**config.mk**
```make
export PLATFORM = sky130hd
export DESIGN_NAME = dtm_dmi_ctrl_flat
export DESIGN_NICKNAME = d
export VERILOG_FILES = /design/src/rtl/dtm_dmi_ctrl_pkg.sv /design/src/rtl/dtm_dmi_ctrl_if.sv /design/src/rtl/dtm_dmi_ctrl.sv /design/src/flat_wrapper.sv
export SDC_FILE = /design/constraint.sdc
export NUM_CORES = 1
export LEC_CHECK = 0
export CAP_MARGIN = 20
export CELL_PAD_IN_SITES_DETAIL_PLACEMENT = 0
export CELL_PAD_IN_SITES_GLOBAL_PLACEMENT = 1
export CORE_MARGIN = 2
export CORE_UTILIZATION = 25
export CTS_BUF_LIST = sky130_fd_sc_hd__clkbuf_8
export DETAILED_ROUTE_END_ITERATION = 7
export DONT_BUFFER_PORTS = 1
export PLACE_DENSITY_LB_ADDON = 0.1
export SLEW_MARGIN = 25
export SYNTH_ARGS = -nofsm -noshare
export SYNTH_HDL_FRONTEND = slang
export SYNTH_SLANG_ARGS = --single-unit
```
**constraint.sdc**
```tcl
create_clock -name clk_i -period 2.8 [get_ports clk_i]
set_clock_uncertainty 0.15 [all_clocks]
set_input_delay 0.56 -clock clk_i [delete_from_list [all_inputs] [get_ports clk_i]]
set_output_delay 0.56 -clock clk_i [all_outputs]
set_load 0.01 [all_outputs]
```
**src/rtl/dtm_dmi_ctrl_pkg.sv**
```systemverilog
// Shared DMI types for the debug transport module and the debug module.
// Request/response bundles, op/status encodings and fixed DTM constants.
package DM;

    localparam int DMI_ABITS   = 7;
    localparam int DTM_VERSION = 1;

    typedef enum logic [1:0] {
        DTM_NOP   = 2'd0,
        DTM_READ  = 2'd1,
        DTM_WRITE = 2'd2,
        DTM_RSVD  = 2'd3
    } dtm_op_e;

    typedef enum logic [1:0] {
        DMI_SUCCESS = 2'd0,
        DMI_FAILED  = 2'd2,
        DMI_BUSY    = 2'd3
    } dmi_stat_e;

    typedef struct packed {
        logic [DMI_ABITS-1:0] addr;
        dtm_op_e              op;
        logic [31:0]          data;
    } dmi_req_t;

    typedef struct packed {
        logic [31:0] data;
        logic [1:0]  resp;
    } dmi_resp_t;

endpackage

```
**src/rtl/dtm_dmi_ctrl_if.sv**
```systemverilog
// DMI request/response handshake between the DTM and the debug module.
// master = DTM side, slave = debug module side.
interface dtm_dmi_ctrl_if;
    import DM::*;

    logic      dmi_req_valid_o;
    logic      dmi_req_ready_i;
    dmi_req_t  dmi_req_o;
    logic      dmi_resp_valid_i;
    logic      dmi_resp_ready_o;
    dmi_resp_t dmi_resp_i;

    modport master (
        output dmi_req_valid_o,
        output dmi_req_o,
        output dmi_resp_ready_o,
        input  dmi_req_ready_i,
        input  dmi_resp_valid_i,
        input  dmi_resp_i
    );

    modport slave (
        input  dmi_req_valid_o,
        input  dmi_req_o,
        input  dmi_resp_ready_o,
        output dmi_req_ready_i,
        output dmi_resp_valid_i,
        output dmi_resp_i
    );

endinterface

```
**src/rtl/dtm_dmi_ctrl.sv**
```systemverilog
// DMI-side controller of the JTAG DTM: turns TAP DMI updates into DM
// requests, collects responses and keeps the sticky dmistat.
module dtm_dmi_ctrl
    import DM::*;
#(
    parameter int AddrBits   = DMI_ABITS,
    parameter int IdleCycles = 1,
    parameter int Version    = DTM_VERSION
) (
    input  logic           clk_i,
    input  logic           rst_i,
    input  logic           update_dmi_i,
    input  logic           capture_dmi_i,
    input  logic [40:0]    dmi_shift_i,
    input  logic           dmireset_i,
    input  logic           dmihardreset_i,
    output logic [40:0]    dmi_capture_o,
    output logic [31:0]    dtmcs_o,
    dtm_dmi_ctrl_if.master dmi
);

    typedef enum logic [1:0] {
        S_IDLE,
        S_REQ,
        S_RESP
    } state_e;

    state_e              state;
    logic [AddrBits-1:0] addr_q;
    logic [31:0]         data_q;
    logic [1:0]          stat;
    logic [1:0]          stat_nxt;
    dmi_req_t            req_q;
    logic                req_valid_q;
    logic                resp_ready_q;
    logic [40:0]         cap_q;
    dtm_op_e             new_op;
    logic                start;
    logic                busy;
    logic                resp_hs;
    logic                resp_err;

    assign new_op   = dtm_op_e'(dmi_shift_i[1:0]);
    assign start    = (state == S_IDLE) && update_dmi_i && (stat == 2'd0)
                      && (new_op == DTM_READ || new_op == DTM_WRITE);
    assign busy     = (state != S_IDLE) && (update_dmi_i || capture_dmi_i);
    assign resp_hs  = (state == S_RESP) && dmi.dmi_resp_valid_i;
    assign resp_err = resp_hs && (dmi.dmi_resp_i.resp == DMI_FAILED
                               || dmi.dmi_resp_i.resp == DMI_BUSY);

    // First error wins; a clearing request overrides any error this cycle.
    always_comb begin
        stat_nxt = stat;
        if (resp_err && stat_nxt == 2'd0) stat_nxt = dmi.dmi_resp_i.resp;
        if (busy && stat_nxt == 2'd0) stat_nxt = DMI_BUSY;
        if (dmireset_i || dmihardreset_i) stat_nxt = 2'd0;
    end

    always_ff @(posedge clk_i) begin
        if (rst_i) begin
            state        <= S_IDLE;
            addr_q       <= '0;
            data_q       <= '0;
            stat         <= 2'd0;
            req_q        <= '0;
            req_valid_q  <= 1'b0;
            resp_ready_q <= 1'b1;
            cap_q        <= '0;
        end else begin
            stat <= stat_nxt;
            if (capture_dmi_i)
                cap_q <= {addr_q, data_q,
                          (state == S_IDLE) ? stat : 2'(DMI_BUSY)};
            if (dmihardreset_i) begin
                state        <= S_IDLE;
                req_valid_q  <= 1'b0;
                resp_ready_q <= 1'b1;
            end else begin
                unique case (state)
                    S_IDLE: begin
                        if (start) begin
                            state        <= S_REQ;
                            req_valid_q  <= 1'b1;
                            resp_ready_q <= 1'b0;
                            addr_q       <= dmi_shift_i[34 +: AddrBits];
                            req_q.addr   <= dmi_shift_i[40:34];
                            req_q.data   <= dmi_shift_i[33:2];
                            req_q.op     <= new_op;
                        end
                    end
                    S_REQ: begin
                        if (dmi.dmi_req_ready_i) begin
                            state        <= S_RESP;
                            req_valid_q  <= 1'b0;
                            resp_ready_q <= 1'b1;
                        end
                    end
                    S_RESP: begin
                        if (resp_hs) begin
                            state <= S_IDLE;
                            if (req_q.op == DTM_READ)
                                data_q <= dmi.dmi_resp_i.data;
                        end
                    end
                    default: begin
                        state        <= S_IDLE;
                        req_valid_q  <= 1'b0;
                        resp_ready_q <= 1'b1;
                    end
                endcase
            end
        end
    end

    assign dmi.dmi_req_valid_o  = req_valid_q;
    assign dmi.dmi_req_o        = req_q;
    assign dmi.dmi_resp_ready_o = resp_ready_q;
    assign dmi_capture_o        = cap_q;
    assign dtmcs_o = {17'b0, 3'(IdleCycles), stat, 6'(AddrBits), 4'(Version)};

endmodule

```
**src/flat_wrapper.sv**
```systemverilog
// flat-port wrapper written by rule: the top's interface ports become plain ports
module dtm_dmi_ctrl_flat import DM::*;
#(
    parameter int AddrBits   = DMI_ABITS,
    parameter int IdleCycles = 1,
    parameter int Version    = DTM_VERSION
)
  (clk_i, rst_i, update_dmi_i, capture_dmi_i, dmi_shift_i, dmireset_i, dmihardreset_i, dmi_capture_o, dtmcs_o, dmi_dmi_req_valid_o, dmi_dmi_req_o, dmi_dmi_resp_ready_o, dmi_dmi_req_ready_i, dmi_dmi_resp_valid_i, dmi_dmi_resp_i);
  dtm_dmi_ctrl_if dmi_i ();
  input  logic clk_i;
  input  logic rst_i;
  input  logic update_dmi_i;
  input  logic capture_dmi_i;
  input  logic [40:0] dmi_shift_i;
  input  logic dmireset_i;
  input  logic dmihardreset_i;
  output logic [40:0] dmi_capture_o;
  output logic [31:0] dtmcs_o;
  output wire logic [$bits(dmi_i.dmi_req_valid_o)-1:0] dmi_dmi_req_valid_o;
  output wire logic [$bits(dmi_i.dmi_req_o)-1:0] dmi_dmi_req_o;
  output wire logic [$bits(dmi_i.dmi_resp_ready_o)-1:0] dmi_dmi_resp_ready_o;
  input wire logic [$bits(dmi_i.dmi_req_ready_i)-1:0] dmi_dmi_req_ready_i;
  input wire logic [$bits(dmi_i.dmi_resp_valid_i)-1:0] dmi_dmi_resp_valid_i;
  input wire logic [$bits(dmi_i.dmi_resp_i)-1:0] dmi_dmi_resp_i;
  assign dmi_dmi_req_valid_o = dmi_i.dmi_req_valid_o;
  assign dmi_dmi_req_o = dmi_i.dmi_req_o;
  assign dmi_dmi_resp_ready_o = dmi_i.dmi_resp_ready_o;
  assign dmi_i.dmi_req_ready_i = dmi_dmi_req_ready_i;
  assign dmi_i.dmi_resp_valid_i = dmi_dmi_resp_valid_i;
  assign dmi_i.dmi_resp_i = dmi_dmi_resp_i;
  dtm_dmi_ctrl #(.AddrBits(AddrBits), .IdleCycles(IdleCycles), .Version(Version)) u_core (.clk_i(clk_i), .rst_i(rst_i), .update_dmi_i(update_dmi_i), .capture_dmi_i(capture_dmi_i), .dmi_shift_i(dmi_shift_i), .dmireset_i(dmireset_i), .dmihardreset_i(dmihardreset_i), .dmi_capture_o(dmi_capture_o), .dtmcs_o(dtmcs_o), .dmi(dmi_i));
endmodule
```
* Yosys cells after proc, flatten, opt, wreduce, memory -nomap -nowiden *
Index checks and enable logic that the tools add are counted.

cells by class
  eq/ne operators = 10
  muxes and demuxes = 13
  bitwise operators = 2
  reductions and logical operators = 22

operators with widths
  kind                  count
  $mux W2               6
  $reduce_and A3 Y1     3
  $eq A2 B2 Y1 const B  4
  $logic_and A1 B1 Y1   8
  $eq A2 B1 Y1 const B  3
  $logic_not A2 Y1      3
  $pmux W1 S3           2
  $pmux W2 S3           1
  $logic_or A1 B1 Y1    4
  $mux W1               4
  $ne A2 B1 Y1 const B  2
  $reduce_and A4 Y1     1
  $reduce_or A2 Y1      2
  $ne A2 B2 Y1 const B  1
  $not A1 Y1            2
  $reduce_bool A2 Y1    1

word-level totals
  flip-flop bits (word level) = 120
  input port bits = 83
  output and inout bits = 116
  word-level logic and storage cells = 56

* Longest topological paths before layout *
Gate-level depths: netlist of run 1.

  word-level depth = 8
  depth in mapped cells = 6
  mapped depth without buffers = 3

* Worst setup path before layout of run 1 *
OpenSTA, ideal clock, no wires.

  kind = input to register
  start = in update_dmi_i
  end = reg u_core.req_q (netlist bit u_core.dmi.dmi_req_o[21])
  setup time = 0.072 ns
  data arrival time = 1.530 ns
  required time = 2.578 ns
  setup slack = 1.048 ns
  stages on the path = 6
  buffers on the path = 3
  path through = nor2b_1 > and4_1 > buf_2 > buf_6 > buf_8 > mux2i_1

on the way
  longest elaborated chain between the ends = 4

RTL lines
  element                            line                source
  start: declaration                 flat_wrapper.sv:12  input logic update_dmi_i;
  $logic_and A1 B1 Y1 (2 in series)  dtm_dmi_ctrl.sv:44  assign start = (state == S_IDLE) && update_dmi_i && (stat == 2'd0)
  $logic_and A1 B1 Y1                dtm_dmi_ctrl.sv:45  && (new_op == DTM_READ || new_op == DTM_WRITE);
  $reduce_and A3 Y1 (no line)        n/a
  end: declaration                   dtm_dmi_ctrl.sv:33  dmi_req_t req_q;

Every way passes these cells.
A chain may end at the register's enable or synchronous reset.

* Worst setup path after layout of run 1 *
  start = reg u_core.state[0]
  end = reg u_core.data_q[22]

on the way
  longest elaborated chain between the ends = 3

RTL lines
  element                        line                                    source
  start: declaration             dtm_dmi_ctrl.sv:28                      state_e state;
  start signal: assignment       dtm_dmi_ctrl.sv:61                      state <= S_IDLE;
  start signal: assignment       dtm_dmi_ctrl.sv:75                      state <= S_IDLE;
  start signal: assignment       dtm_dmi_ctrl.sv:82                      state <= S_REQ;
  $eq A2 B2 Y1 *                 dtm_dmi_ctrl.sv:47, dtm_dmi_ctrl.sv:79
  $logic_and A1 B1 Y1            dtm_dmi_ctrl.sv:47                      assign resp_hs = (state == S_RESP) && dmi.dmi_resp_valid_i;
  $reduce_and A4 Y1 (no line) *  n/a
  end signal: assignment         dtm_dmi_ctrl.sv:102                     data_q <= dmi.dmi_resp_i.data;
  end: declaration               dtm_dmi_ctrl.sv:30                      logic [31:0] data_q;

Every way passes the cells marked *; elsewhere a longest branch is shown, timed or not.

==> metrics.txt, run 1 <==
vias in the first global route 3535; Setup Fix Bufs, Post-CTS 0; Synth Cell Area roughly 5100 µm²; Routed met2 length 5740 µm; r2r setup slk 0.98 ns; LEAKAGE 1.97 nW; starting density of the core 0.257; post-cts sizing count 0; antenna cell count 0; dominant synthesized flop cell dfxtp_1; port bufs 0; CTS tree built; worst rel slew slack 0.672; Pre-Repair DR Iteration Count 6; GP Congestion 0.717; Setup Viol. Count Final 0; Flop pwr share 0.505; CTS Root Cell clkbuf_8; routed vias/inst between 4 and 5; hold_buf cts 0; number of flops mapped to enable cells by yosys 0; DRC 0; Bufs on Longest Clock Path 2; final count of pins violating max slew 0; Vert. Die Dim about 150 µm; largest net degree at the start of global routing 159; first-pass GRT wire length 20000 µm; total power draw 3.52 mW; Core Area 19700 µm²; global-route usage over all layers 0.119; clock power share 0.452; Die W 146 µm; Rows approximately 50; Synth warnings 0; Critical Path Start Type flop; Top Metal Used met4; Initial DRC Count 87; Period minus WS final 1.82 ns; Clock Pin Slew Worst Setup and Hold Paths 0.07 ns; routed wl met3 between 1000 and 1500 µm; clock sink total 120; top-count cell post-synth dfxtp_1; Nets between 500 and 600; HPWL Detailed ~7900 µm; worst skew pair latency 0.43 ns; Worst VDD drop 284 µV; gr ovfl total 0; Worst Path Max Fanout 32; asr flop ratio synth 0; die area 21400 µm²; Synth area leader dfxtp_1; syn_area_per_cell 9.44 µm²; Post-synth top cells dfxtp_1 (120), nand2b_1 (80), mux2i_1 (78); cell area power density around 640 nW/µm²; Gate Count Post-Synth 535; I/O pin total ~200; Yosys cell types 38; endpoints failing hold 0; CTS H-tree depth 4; setup TNS 0 ns; unrepaired setup endpoints after global routing false; top-area cell type share of the netlist area 0.476; sequential-to-total area share from yosys stat 0.476; Net Sw Frac 0.241; TritonCTS Buffers 17; Worst Max-Slew Pin Slew 0.487 ns; Synth Register Bits 120; Area Growth Syn to Fin 9.19%; WS Path Type flop to flop; period utilisation layout 0.652; filler instances about 2100; Critical Path AT 1.98 ns; maxcap violations 0; ANT nets after route 0; highest clock rate between 0.5 and 0.6 GHz; Sw Pwr between 0.8 and 0.9 mW; Post-Route WL 12700 µm; CP required 2.95 ns; HP Class input port to flop; DR WL/cell 16.0 µm; Met1 Routed Length 5410 µm; layout cells sized above 1 0.0703; top cells by area, synth dfxtp_1 (48%), mux2i_1 (15%), nand2b_1 (9.9%); via count between 3000 and 4000; Logic pwr share 0.042; Int Pwr 2.68 mW; CP Capture Type flop; initial antenna violation count 0; run status completed
[final cells by class]
| class | count | area (µm²) | share of cell area |
|---|---|---|---|
| flip-flops and latches | 120 | 2400 | 0.436 |
| clock buffers | 17 | 234 | 0.0424 |
| clock inverters | 14 | 161 | 0.0293 |
| well taps | 265 | 332 | 0.0601 |
| multi-input cells | 369 | 2340 | 0.424 |
| repair buffers | 4 | 42.5 | 0.00771 |
| inverters | 2 | 7.51 | 0.00136 |
[cell families after synthesis]
logic type                count (synthesis)  synth area share
xor gates and xnor gates                  1           0.00173
muxes                                    78             0.155
other                                     2           0.00149
DFF                                     120             0.476
AOI/OAI and AO/OA                        83            0.0914
buffers and inverters                    74            0.0847
and+or+nand+nor                         177             0.190
[worst max-delay path, cell delays in order, from the launching register on]
cell,delay (ns)
dfxtp_1,0.46
or4b_4,0.78
o21ai_0,0.24
a21oi_1,0.09
[cells in the final DEF, fill, tap and decap left out, drive strengths merged, types with 2 or more instances in the layout]
| cell type | n |
|---|---|
| conb | 30 |
| nor3 | 6 |
| nand2b | 80 |
| a21oi | 33 |
| nand3 | 32 |
| bufinv | 3 |
| dfxtp | 120 |
| inv | 4 |
| o2bb2ai | 2 |
| clkinv | 3 |
| and4 | 2 |
| o21ai | 35 |
| nand2 | 3 |
| and3 | 2 |
| nor2b | 2 |
| clkbuf | 17 |
| mux2i | 78 |
| buf | 4 |
| o21a | 2 |
| nor2 | 45 |
| clkinvlp | 6 |
| a211oi | 2 |
| a31oi | 2 |
[stage by stage]
step / utilization / setup WS [ns] / std cells / cell area (µm²) / hold slack, ns
after CTS: 0.281 / 0.952 / 791 / 5520 / 0.00371
after floorplan: - / 1.05 / 563 / 5160 / 0.304
after global placement: 0.261 / 0.948 / 760 / 5120 / 0.304
after global routing: 0.281 / 0.825 / 791 / 5520 / 0.00821
after detailed placement: 0.261 / 0.932 / 760 / 5120 / 0.313
final: 0.281 / 0.976 / 791 / 5520 / 0.0821
[registers in the layout, summed over array words and instances, names as in the netlist]
signal,cells
u_core.stat,2
u_core.dmi_capture_o,41
u_core.dmi.dmi_req_o,34
u_core.data_q,32
u_core.addr_q,7
u_core.dmi.dmi_resp_ready_o,1
u_core.state,2
u_core.dmi.dmi_req_valid_o,1
[power by group through the flow]
stage	clock (mW)	combinational [mW]	sequential [mW]
after detailed placement	0	0.151	1.82
final	1.59	0.149	1.78
after global placement	0	0.147	1.82
after CTS	1.68	0.151	1.78
after floorplan	0	0.204	1.81
after global routing	1.76	0.166	1.79
[path summary, 6_finish.rpt]
kind | from | end | depth (start not counted)
worst min-delay path | rst_i | u_core.dmi_capture_o[35] | 1
worst max-delay path | u_core.state[0] | u_core.data_q[22] | 3
worst min register to register | u_core.data_q[17] | u_core.data_q[17] | 2
worst max register to register | u_core.state[0] | u_core.data_q[22] | 3
[metal layers]
metal / global-route usage / vias to the layer above
met3: 0.0663 / 11
met2: 0.188 / 148
met5: 0 / -
li1: - / 1714
met4: 0.0481 / 0
met1: 0.135 / 1639
Note: power is estimated with default switching activity, not from simulation.
==> run 2, diff against run 1 <==
clock period = 1.8 ns   (was 2.8 ns; I/O delays follow)
==> run 2 against run 1 <==
  * Flip-flop and latch count did not move
  * Via count rose by 20%
  * Critical endpoint is now u_core.dmi_capture_o[1]
  * Critical path depth did not move
  * Register-to-register slack got worse by 0.84 ns
  * Die area did not move
  * Setup slack got worse by 0.84 ns
  * Cell area rose by 31%
  * Non-clock buffer count rose by 162
==> metrics.txt, run 2 (synthesis gave the netlist of run 1 again) <==
Cells after DPL 764; global-route usage over all layers 0.136; HP Class input port to flop; Pre-Repair DR Iteration Count 4; LEAKAGE between 2 and 3 nW; DR WL/cell 15.2 µm; vias in the first global route 4290; port bufs 0; TritonCTS Buffers 17; Post-Route WL 14500 µm; layout cells sized above 1 0.0682; gr ovfl total 0; Vert. Die Dim 146 µm; Clock Pin Slew Worst Setup and Hold Paths approximately 0.07 ns; Setup Fix Bufs, Post-CTS 0; CP required just over 2 ns; final std cells w/o fill 954; Critical path destination u_core.dmi_capture_o[1]; Bufs on Longest Clock Path 2; Initial DRC Count 126; largest net degree at the start of global routing 81; Critical Path AT around 1.9 ns; Non-Filler Cell Area, Final 7230 µm²; Reg2Reg Depth 3; final count of pins violating max slew 0; cell area power density 834 nW/µm²; ANT nets after route 0; CTS H-tree depth 4; Die W 146 µm; clock sink total between 100 and 150; antenna cell count 0; crit path max-delay cell type dlygate4sd3_1; unrepaired setup endpoints after global routing false; CTS Root Cell clkbuf_8; period utilisation layout 0.925; Rows 51; maxcap violations 0; commonest non-fill, non-tap cells in the layout dlygate4sd3_1 (157), dfxtp_1 (119), nand2b_1 (80), mux2i_1 (78), nor2_1 (45); Worst path max stage delay about 0.57 ns; Nets 759; Core Area 19700 µm²; CTS tree built; Period minus WS final about 1.7 ns; Worst Path Max Fanout 8; most common cell after layout, fill and taps aside dlygate4sd3_1; I/O pin total 199; setup TNS 0 ns; highest clock rate 0.601 GHz; WS Path Type flop to flop; first-pass GRT wire length 23000 µm; Post-Route Utilization 0.368; critical path, cell by cell nor3_2 > a211oi_1 > dlygate4sd3_1; routed vias/inst approximately 4.4; DRC 0; run status completed; Critical Path Start u_core.stat[1]; GP Congestion a little over 0.7; max reg flops 41; worst r2r dst u_core.dmi_capture_o[1]; placed instance area 5170 µm²; FF-to-FF Start u_core.stat[1]; CP Capture Type flop; filler instances 2033; die area 21400 µm²; Setup Viol. Count Final 0; worst skew pair latency about 0.43 ns; via count approximately 4200; initial antenna violation count 0; Critical Path Start Type flop; endpoints failing hold 0; Area Growth Syn to Fin 43.2%; starting density of the core 0.257; r2r setup slk about 0.14 ns; HPWL Detailed 8110 µm; Worst VDD drop 383 µV
[run 2: changes by cell type in the layout (fill, tap and decap cells not counted), sizes merged]
cell         previous run  this run
bufinv                  3         4
buf                     4         9
clkinv                  3         2
clkinvlp                6         4
clkbuf                 17        20
dlygate4sd3             0       157
[run 2: metrics by stage]
step | hold WS, ns | power, mW | setup WS [ns]
finish | 0.0377 | 6.03 | 0.136
global placement | 0.301 | 3.07 | 0.152
detailed placement | 0.301 | 3.08 | 0.146
CTS | 0.000206 | 6.14 | 0.0114
global route | 0.0125 | 6.31 | 0.00654
floorplan | 0.304 | 3.13 | 0.195
[run 2: worst min path at each step]
stage / startpoint / to / slack, ns / depth (start not counted)
global placement: rst_i / u_core.dmi_capture_o[37] / 0.30 / 1
detailed placement: rst_i / u_core.data_q[31] / 0.30 / 1
floorplan: u_core.data_q[10] / u_core.data_q[10] / 0.30 / 2
CTS: dmi_shift_i[0] / u_core.dmi.dmi_req_o[32] / 0.0002 / 2
finish: dmi_shift_i[0] / u_core.dmi.dmi_req_o[32] / 0.04 / 2
global route: dmi_shift_i[0] / u_core.dmi.dmi_req_o[32] / 0.01 / 2
[run 2: critical path: cells and delay by family (launching register included)]
kind                   cells  cell delay, ns
flip-flops                 1            0.54
buffers and inverters      1            0.57
AO/OA/AOI/OAI              1            0.25
AND/OR/NAND/NOR            1            0.09
[run 2: cell type report]
class / instances / area, µm² / area share
Sequential cell: 120 / 2400 / 0.332
Clock inverter: 12 / 173 / 0.0239
Multi-Input combinational cell: 369 / 2350 / 0.324
Tap cell: 265 / 332 / 0.0458
Timing Repair Buffer: 166 / 1700 / 0.235
Inverter: 2 / 7.51 / 0.00104
Clock buffer: 20 / 275 / 0.0381
[run 2: what timing repair did]
action / 4_1_cts / 5_1_grt
hold buffers: 158 / 0
resized for setup: 0 / 3
hold endpoints to repair: 119 / 0
endpoints found under the setup margin: 0 / 3
[run 2: where the power goes]
| group | total (mW) | internal, mW | switching, mW |
|---|---|---|---|
| logic | 0.497 | 0.303 | 0.194 |
| registers | 2.76 | 2.70 | 0.0612 |
| clock network | 2.77 | 1.62 | 1.16 |
| total | 6.03 | 4.62 | 1.41 |
[run 2: per-layer routing]
metal / share of wire / up-vias / track usage / routed length, µm
li1: - / 2040 / - / -
met2: 0.48 / 135 / 0.232 / 7010
met5: 0 / - / 0 / 0
met1: 0.42 / 2030 / 0.151 / 6120
met3: 0.080 / 14 / 0.0594 / 1160
met4: 0.013 / 0 / 0.0471 / 193
==> run 3, diff against run 2 <==
clock period = 1.55 ns   (was 1.8 ns; I/O delays follow)
==> run 3 against run 2 <==
  * The run now fails in 4_1_cts
  * Synthesized area unchanged
  * Synthesized cell count unchanged
==> metrics.txt, run 3 <==
run status did not finish; last flow stage reached 4_1_cts; tool error [ERROR RSZ-0060] Max buffer count reached.; sequential-to-total area share from yosys stat 0.476; Gate Count Post-Synth around 540; Die W 146 µm; hold_buf cts 162; syn_area_per_cell 9.44 µm²; asr flop ratio synth 0; Yosys cell types 38; Vert. Die Dim 146 µm; Synth Cell Area 5050 µm²; top cells by area, synth dfxtp_1 (48%), mux2i_1 (15%), nand2b_1 (9.9%); number of flops mapped to enable cells by yosys 0; Cells after DPL 773; CTS H-tree depth 4; Bufs on Longest Clock Path 2; post-cts sizing count 4; Setup Fix Bufs, Post-CTS 0; dominant synthesized flop cell dfxtp_1; Rows 51; clock sink total 120; Synth Register Bits 120; Synth warnings 0; TritonCTS Buffers 17; HPWL Detailed approximately 8400 µm; CTS Root Cell clkbuf_8; top-count cell post-synth dfxtp_1; Synth area leader dfxtp_1; starting density of the core 0.257; port bufs 0; I/O pin total 199; top-area cell type share of the netlist area 0.476; Post-synth top cells dfxtp_1 (120), nand2b_1 (80), mux2i_1 (78); GP Congestion 0.700
run 3: logic make-up after synthesis:
kind of cell | synth area share
xor gates and xnor gates | 0.00173
muxes | 0.155
and+or+nand+nor | 0.190
DFF | 0.476
buffers and inverters | 0.0847
other | 0.00149
AOI/OAI and AO/OA | 0.0914
run 3: metrics by stage:
step / setup WS, ns / area, µm² / util / hold WS (ns)
floorplan: 0.0191 / 5190 / - / 0.271
global placement: -0.00762 / 5270 / 0.268 / 0.245
detailed placement: -0.0217 / 5270 / 0.268 / 0.248
==> run 4, diff against run 3 <==
CELL_PAD_IN_SITES_DETAIL_PLACEMENT = not set   (was 0)
CELL_PAD_IN_SITES_GLOBAL_PLACEMENT = not set   (was 1)
CORE_UTILIZATION = 20   (was 25)
CTS_BUF_LIST = not set   (was sky130_fd_sc_hd__clkbuf_8)
PLACE_DENSITY_LB_ADDON = 0.15   (was 0.1)
==> run 4 against run 3 <==
  * The run again fails in 4_1_cts
  * Synthesized cell count unchanged
  * Synthesized area unchanged
==> metrics.txt, run 4 <==
run status did not finish; last flow stage reached 4_1_cts; tool error [ERROR RSZ-0060] Max buffer count reached.; top cells by area, synth dfxtp_1 (48%), mux2i_1 (15%), nand2b_1 (9.9%); Post-synth top cells dfxtp_1 (120), nand2b_1 (80), mux2i_1 (78); Synth area leader dfxtp_1; Setup Fix Bufs, Post-CTS 9; Die W 163 µm; TritonCTS Buffers 17; hold_buf cts 178; Vert. Die Dim 163 µm; Rows 58; number of flops mapped to enable cells by yosys 0; HPWL Detailed 8600 µm; Yosys cell types 38; dominant synthesized flop cell dfxtp_1; clock sink total between 100 and 150; CTS H-tree depth 4; post-cts sizing count 40; Bufs on Longest Clock Path 2; Synth warnings 0; Synth Cell Area 5050 µm²; GP Congestion 0.690; I/O pin total a little under 200; sequential-to-total area share from yosys stat 0.476; asr flop ratio synth 0; top-count cell post-synth dfxtp_1; top-area cell type share of the netlist area 0.476; syn_area_per_cell ~9.4 µm²; port bufs 0; CTS Root Cell clkbuf_16; Synth Register Bits 120; Gate Count Post-Synth ~540; starting density of the core 0.202
run 4: metrics by stage:
stage                     setup WS (ns)  cell area [µm²]  utilization  std cells
after detailed placement         -0.100             5330        0.213        838
after global placement           -0.117             5330        0.213        838
after floorplan                  0.0191             5190            -        563
run 4: kinds of logic after synthesis:
kind of cell / after synthesis / synth area share
DFF: 120 / 0.476
muxes: 78 / 0.155
buffers and inverters: 74 / 0.0847
and+or+nand+nor: 177 / 0.190
other: 2 / 0.00149
xor gates and xnor gates: 1 / 0.00173
AOI/OAI and AO/OA: 83 / 0.0914
==> edit 1: new RTL, flow settings as in run 2 <==
Reset style: asynchronous (`rst_i`), changed in one clocked block.
--- a/src/rtl/dtm_dmi_ctrl.sv
+++ b/src/rtl/dtm_dmi_ctrl.sv
@@ -57,5 +57,5 @@
     end
 
-    always_ff @(posedge clk_i) begin
+    always_ff @(posedge clk_i or posedge rst_i) begin
         if (rst_i) begin
             state        <= S_IDLE;
Check against the original RTL: differs if rst_i is asserted again (counterexample within 4 cycles, from zero or initial values and one cycle with rst_i high); with rst_i held inactive, the same outputs for 4 cycles.
==> edit 1 against run 2 <==
  * Sequential cell count stayed put
  * Non-clock buffer count is 75 lower
  * Area after synthesis is 1.4% higher
  * Maximum frequency is 3.5% lower
  * Global-route usage is 2.5 points lower
  * Sequential share of layout area is 13 points higher
  * Wire length is 21% lower
  * Final area is 9.8% lower
  * Utilization is 4.4 points lower
  * Worst setup slack worse by 0.060 ns
  * Critical path type unchanged
  * Largest cell class unchanged
Power is not compared: it rests on default switching activity, and its combinational part moved more than twofold at a synthesized area within 25%.
==> edit 1: results (changes against run 2) <==
* Core ar. at 0.02017 sq mm (+2.6%)
* Leakage at 3.213 nW
* CP max stage cell: dfrtp_1
* Hold_sp: capture_dmi_i
* Post-DP Area at 0.005346 sq mm (+3.3%)
* Synth area leaders: dfrtp_1 58%, mux2_4 21%, mux2_2 9.2%
* Data buffer area share at 14.38% (-9.1 points)
* Comb_multi_in at 175 (-53%)
* Routed wire per std cell at 16.53 um (+8.8%)
* Inverters at 5 (+3)
* RePlAce Congestion at 0.6825 (-5.4%)
* Post-DP HPWL at 7.293 mm (-10%)
* CP Max Fanout at 31 (+23)
* Repair and plain buffers at 91 (-45%)
* GRT Total Usage at 11.10% (-2.5 points)
* R2R setup slack at 0.08 ns (-0.06 ns)
* Final net count at 493 (-35%)
* Final core area utilization at 32.36% (-4.4 points)
* Vias post-DR at 2718 (-36%)
* Vias in the first global route at 3036 (-29%)
* Number of fill cells at 2023 (-0.49%)
* Worst setup path start: u_core.stat[1]
* Asr flop ratio synth at 100.0% (+100 points)
* Top cells by count, synth: 119 x dfrtp_1, 70 x mux2_4, 42 x mux2_2
* Status: finished, final reports clean
* Dpl cells at 581 (-24%)
* Post-Place Worst Slack at 0.08192 ns (-0.06378 ns)
* Initial DRC Count at 75 (-40%)
* Critical Path Max Stage Delay at 0.41 ns (-0.16 ns)
* Largest net degree at the start of global routing at 89 (+9.9%)
* First-pass GRT wire length at 18.40 mm (-20%)
* Synth unique cells at 31 (-18%)
* Min Tclk post-route at 1.724 ns (+0.06034 ns)
* Syn Area/Cell at 16.21 sq um (+72%)
* Layout cells sized above 1 at 37.53% (+31 points)
* Worst setup path endpoint: u_core.dmi.dmi_req_o[22]
* Area occupied by multi-input gates at 0.001868 sq mm (-20%)
* R2R depth at 4 (+1)
* Total area of sequential cells at 0.003004 sq mm (+25%)
* Final clock-cell share at 5.463% (-0.73 points)
## edit 1: cell types whose count changed in the layout (fill, tap and decap cells not counted), moves of 5 or more
cell and delta:
dlygate4sd3_1 -78, nor2_1 -41, mux2_2 +42, dfrtp_1 +119, nand3_1 -29, nand2b_1 -80
mux2_4 +70, o21ai_1 -5, mux2i_1 -78, o21ai_0 -29, dfxtp_1 -119, a21oi_1 -30
## edit 1: what timing repair did
item	4_1_cts	5_1_grt
resized for setup	0	1
hold buffers	80	0
endpoints found under the hold margin	239	0
endpoints found under the setup margin	0	9
## edit 1: kinds of logic (layout without fill, tap and decap cells)
family | Yosys count | after routing | synth area share [%]
mux | 112 | 112 | 29.75
simple gates | 24 | 24 | 3.224
compound gates | 8 | 8 | 1.001
other cells | 2 | 30 | 0.1466
buf+inv | 49 | 126 | 7.059
xor+xnor | 1 | 1 | 0.1710
flops | 120 | 120 | 58.65
## edit 1: power by group through the flow
| stage | registers, mW | logic [mW] | clock network, mW |
|---|---|---|---|
| after global routing | 3.95 | 1.19 | 2.48 |
| after detailed placement | 3.92 | 0.927 | 0 |
| after CTS | 3.88 | 1.11 | 2.35 |
| after global placement | 3.93 | 0.900 | 0 |
| final | 3.87 | 1.10 | 2.21 |
| after floorplan | 3.75 | 0.896 | 0 |
## edit 1: routing by layer
layer  part of all wire [%]  up-vias  routed length, um  GRT usage (%)
met1                     42     1349               4805          13.72
met3                     11        7               1207          5.404
li1                       -     1222                  -              -
met4                    1.1        0                123          3.894
met2                     46      140               5284          16.89
met5                      0        -                  0              0
## edit 1: critical path: cells and delay by family (launching register included)
kind	cells	cell delay [ns]
buffers and inverters	1	0.24
multiplexers	1	0.32
flip-flops	1	0.41
AND/OR/NAND/NOR	2	0.46
==> edit 2: new RTL, config.mk and constraints of run 2 <==
Without the edit above. Re-encode `state_e` (3 states) as one-hot, 3 bits wide.
--- a/src/rtl/dtm_dmi_ctrl.sv
+++ b/src/rtl/dtm_dmi_ctrl.sv
@@ -20,8 +20,8 @@
 );
 
-    typedef enum logic [1:0] {
-        S_IDLE,
-        S_REQ,
-        S_RESP
+    typedef enum logic [2:0] {
+        S_IDLE = 3'b001,
+        S_REQ  = 3'b010,
+        S_RESP = 3'b100
     } state_e;
 
Check against the original RTL: no difference found for any inputs over 4 cycles, from zero or initial values and one cycle with rst_i high; so few cycles prove little.
==> edit 2 against run 2 <==
  * The run now ends with setup timing left
  * Sequential cell count increased by 1
  * Wire length increased by 7.7%
  * Critical path depth increased by 3
  * Sequential share of layout area decreased by 1.2 points
  * Global-route usage increased by 0.53 points
  * Worst setup slack got worse by 0.20 ns
  * Combinational power increased by 16%
  * Final area increased by 4.5%
  * Cell count increased by 3.2%
  * Area after synthesis increased by 1.3%
  * Total power increased by 0.66%
==> edit 2: results (changes against run 2) <==
* Status: finished with violations
* Failing checks: setup timing
* Layout cells sized above 1 at 9.510% (+2.7 points)
* Met3 usage at 5.373% (-0.56 points)
* Met1 WL at 6.612 mm (+8.1%)
* Initial DRC Count at 150 (+19%)
* Post CTS Setup Buffer Count at 4 (+4)
* Leakage at 2.909 nW (+5.4%)
* Global Route met1 Usage at 16.78% (+1.7 points)
* Comb_multi_in at 372 (+0.81%)
* Post-CTS Resized at 3 (+3)
* Post-Place Worst Slack at -0.06974 ns (-0.2154 ns)
* Routed wire per std cell at 15.84 um (+4.3%)
* Cell family with most CP delay: simple AND/OR/NAND/NOR gates
* Sequential-to-total area share from yosys stat at 47.36% (-0.20 points)
* Post-DP HPWL at 8.064 mm (-0.58%)
* Repair and plain buffers at 185 (+11%)
* Metal3 WL at 1.141 mm (-1.9%)
* Syn Area/Cell at 9.455 sq um (+0.14%)
* First-pass GRT wire length at 23.72 mm (+3.3%)
* Post-DP Area at 0.005314 sq mm (+2.7%)
* CP Max Fanout at 5 (-3)
* Final setup TNS at -0.7959 ns (-0.7959 ns)
* Largest net degree at the start of global routing at 83 (+2.5%)
* Vias in the first global route at 4415 (+2.9%)
* Non-filler instance count after layout at 985 (+3.2%)
* Met2 WL post-DR at 7.697 mm (+9.8%)
* R2R setup slack at -0.06 ns (-0.20 ns)
* Critical Path Max Stage Delay at 0.41 ns (-0.16 ns)
* Gate Count Post-Synth at 541 (+1.1%)
* Post-CTS Hold Fix Bufs at 160 (+1.3%)
* Post-route cell area at 0.007560 sq mm (+4.5%)
* Dpl cells at 783 (+2.5%)
* Final clock-cell share at 5.727% (-0.47 points)
* CTS root buffer: clkbuf_8
* M2 GR Usage at 23.52% (+0.34 points)
* Number of failing setup endpoints in the final timing report at 29 (+29)
* P per Cell Area at 803.4 mW/mm^2 (-3.7%)
* Vias post-DR at 4325 (+2.5%)
* Synth unique cells at 37 (-2.6%)
* Number of fill cells at 2022 (-0.54%)
* Crit path arrival time at 2.08 ns (+0.19 ns)
* CP max stage cell: or3b_4
* Worst vdd ir at 0.3584 mV (-6.4%)
* Inverters at 5 (+3)
* Synth area leaders: dfxtp_1 47%, mux2i_1 16%, nand2b_1 10%
* Final net count at 785 (+3.4%)
* Switching Share at 24.39% (+0.97 points)
* Hold_ws at 0.05082 ns (+0.01308 ns)
* Seq cells at 121 (+0.83%)
* Final worst slack at -0.06310 ns (-0.1990 ns)
* RePlAce Congestion at 0.7038 (-2.4%)
* Top cells by count, synth: 121 x dfxtp_1, 82 x nand2b_1, 80 x mux2i_1
* Total area of sequential cells at 0.002424 sq mm (+0.83%)
* GRT Total Usage at 14.11% (+0.53 points)
## edit 2: cell count changes after synthesis, moves of 3 or more
cell	before	now
buf_1	1	6
buf_2	9	2
buf_6	1	4
inv_1	2	5
## edit 2: cell families (layout without fill, tap and decap cells)
| logic type | after synthesis | in the layout | synth area share (%) |
|---|---|---|---|
| AO/OA/AOI/OAI | 79 | 79 | 8.317 |
| XOR/XNOR | 1 | 1 | 0.1713 |
| buffers and inverters | 76 | 222 | 8.415 |
| flip-flops | 121 | 121 | 47.36 |
| multiplexers | 80 | 80 | 15.66 |
| other | 2 | 30 | 0.1468 |
| AND/OR/NAND/NOR | 182 | 182 | 19.94 |
## edit 2: final timing paths
check,from,endpoint,cells past startpoint
min reg2reg,u_core.data_q[6],u_core.data_q[6],2
max,u_core.state[2],u_core.dmi.dmi_req_o[15],6
min,dmi_dmi_resp_valid_i,u_core.state[2],3
max reg2reg,u_core.state[2],u_core.dmi.dmi_req_o[15],6
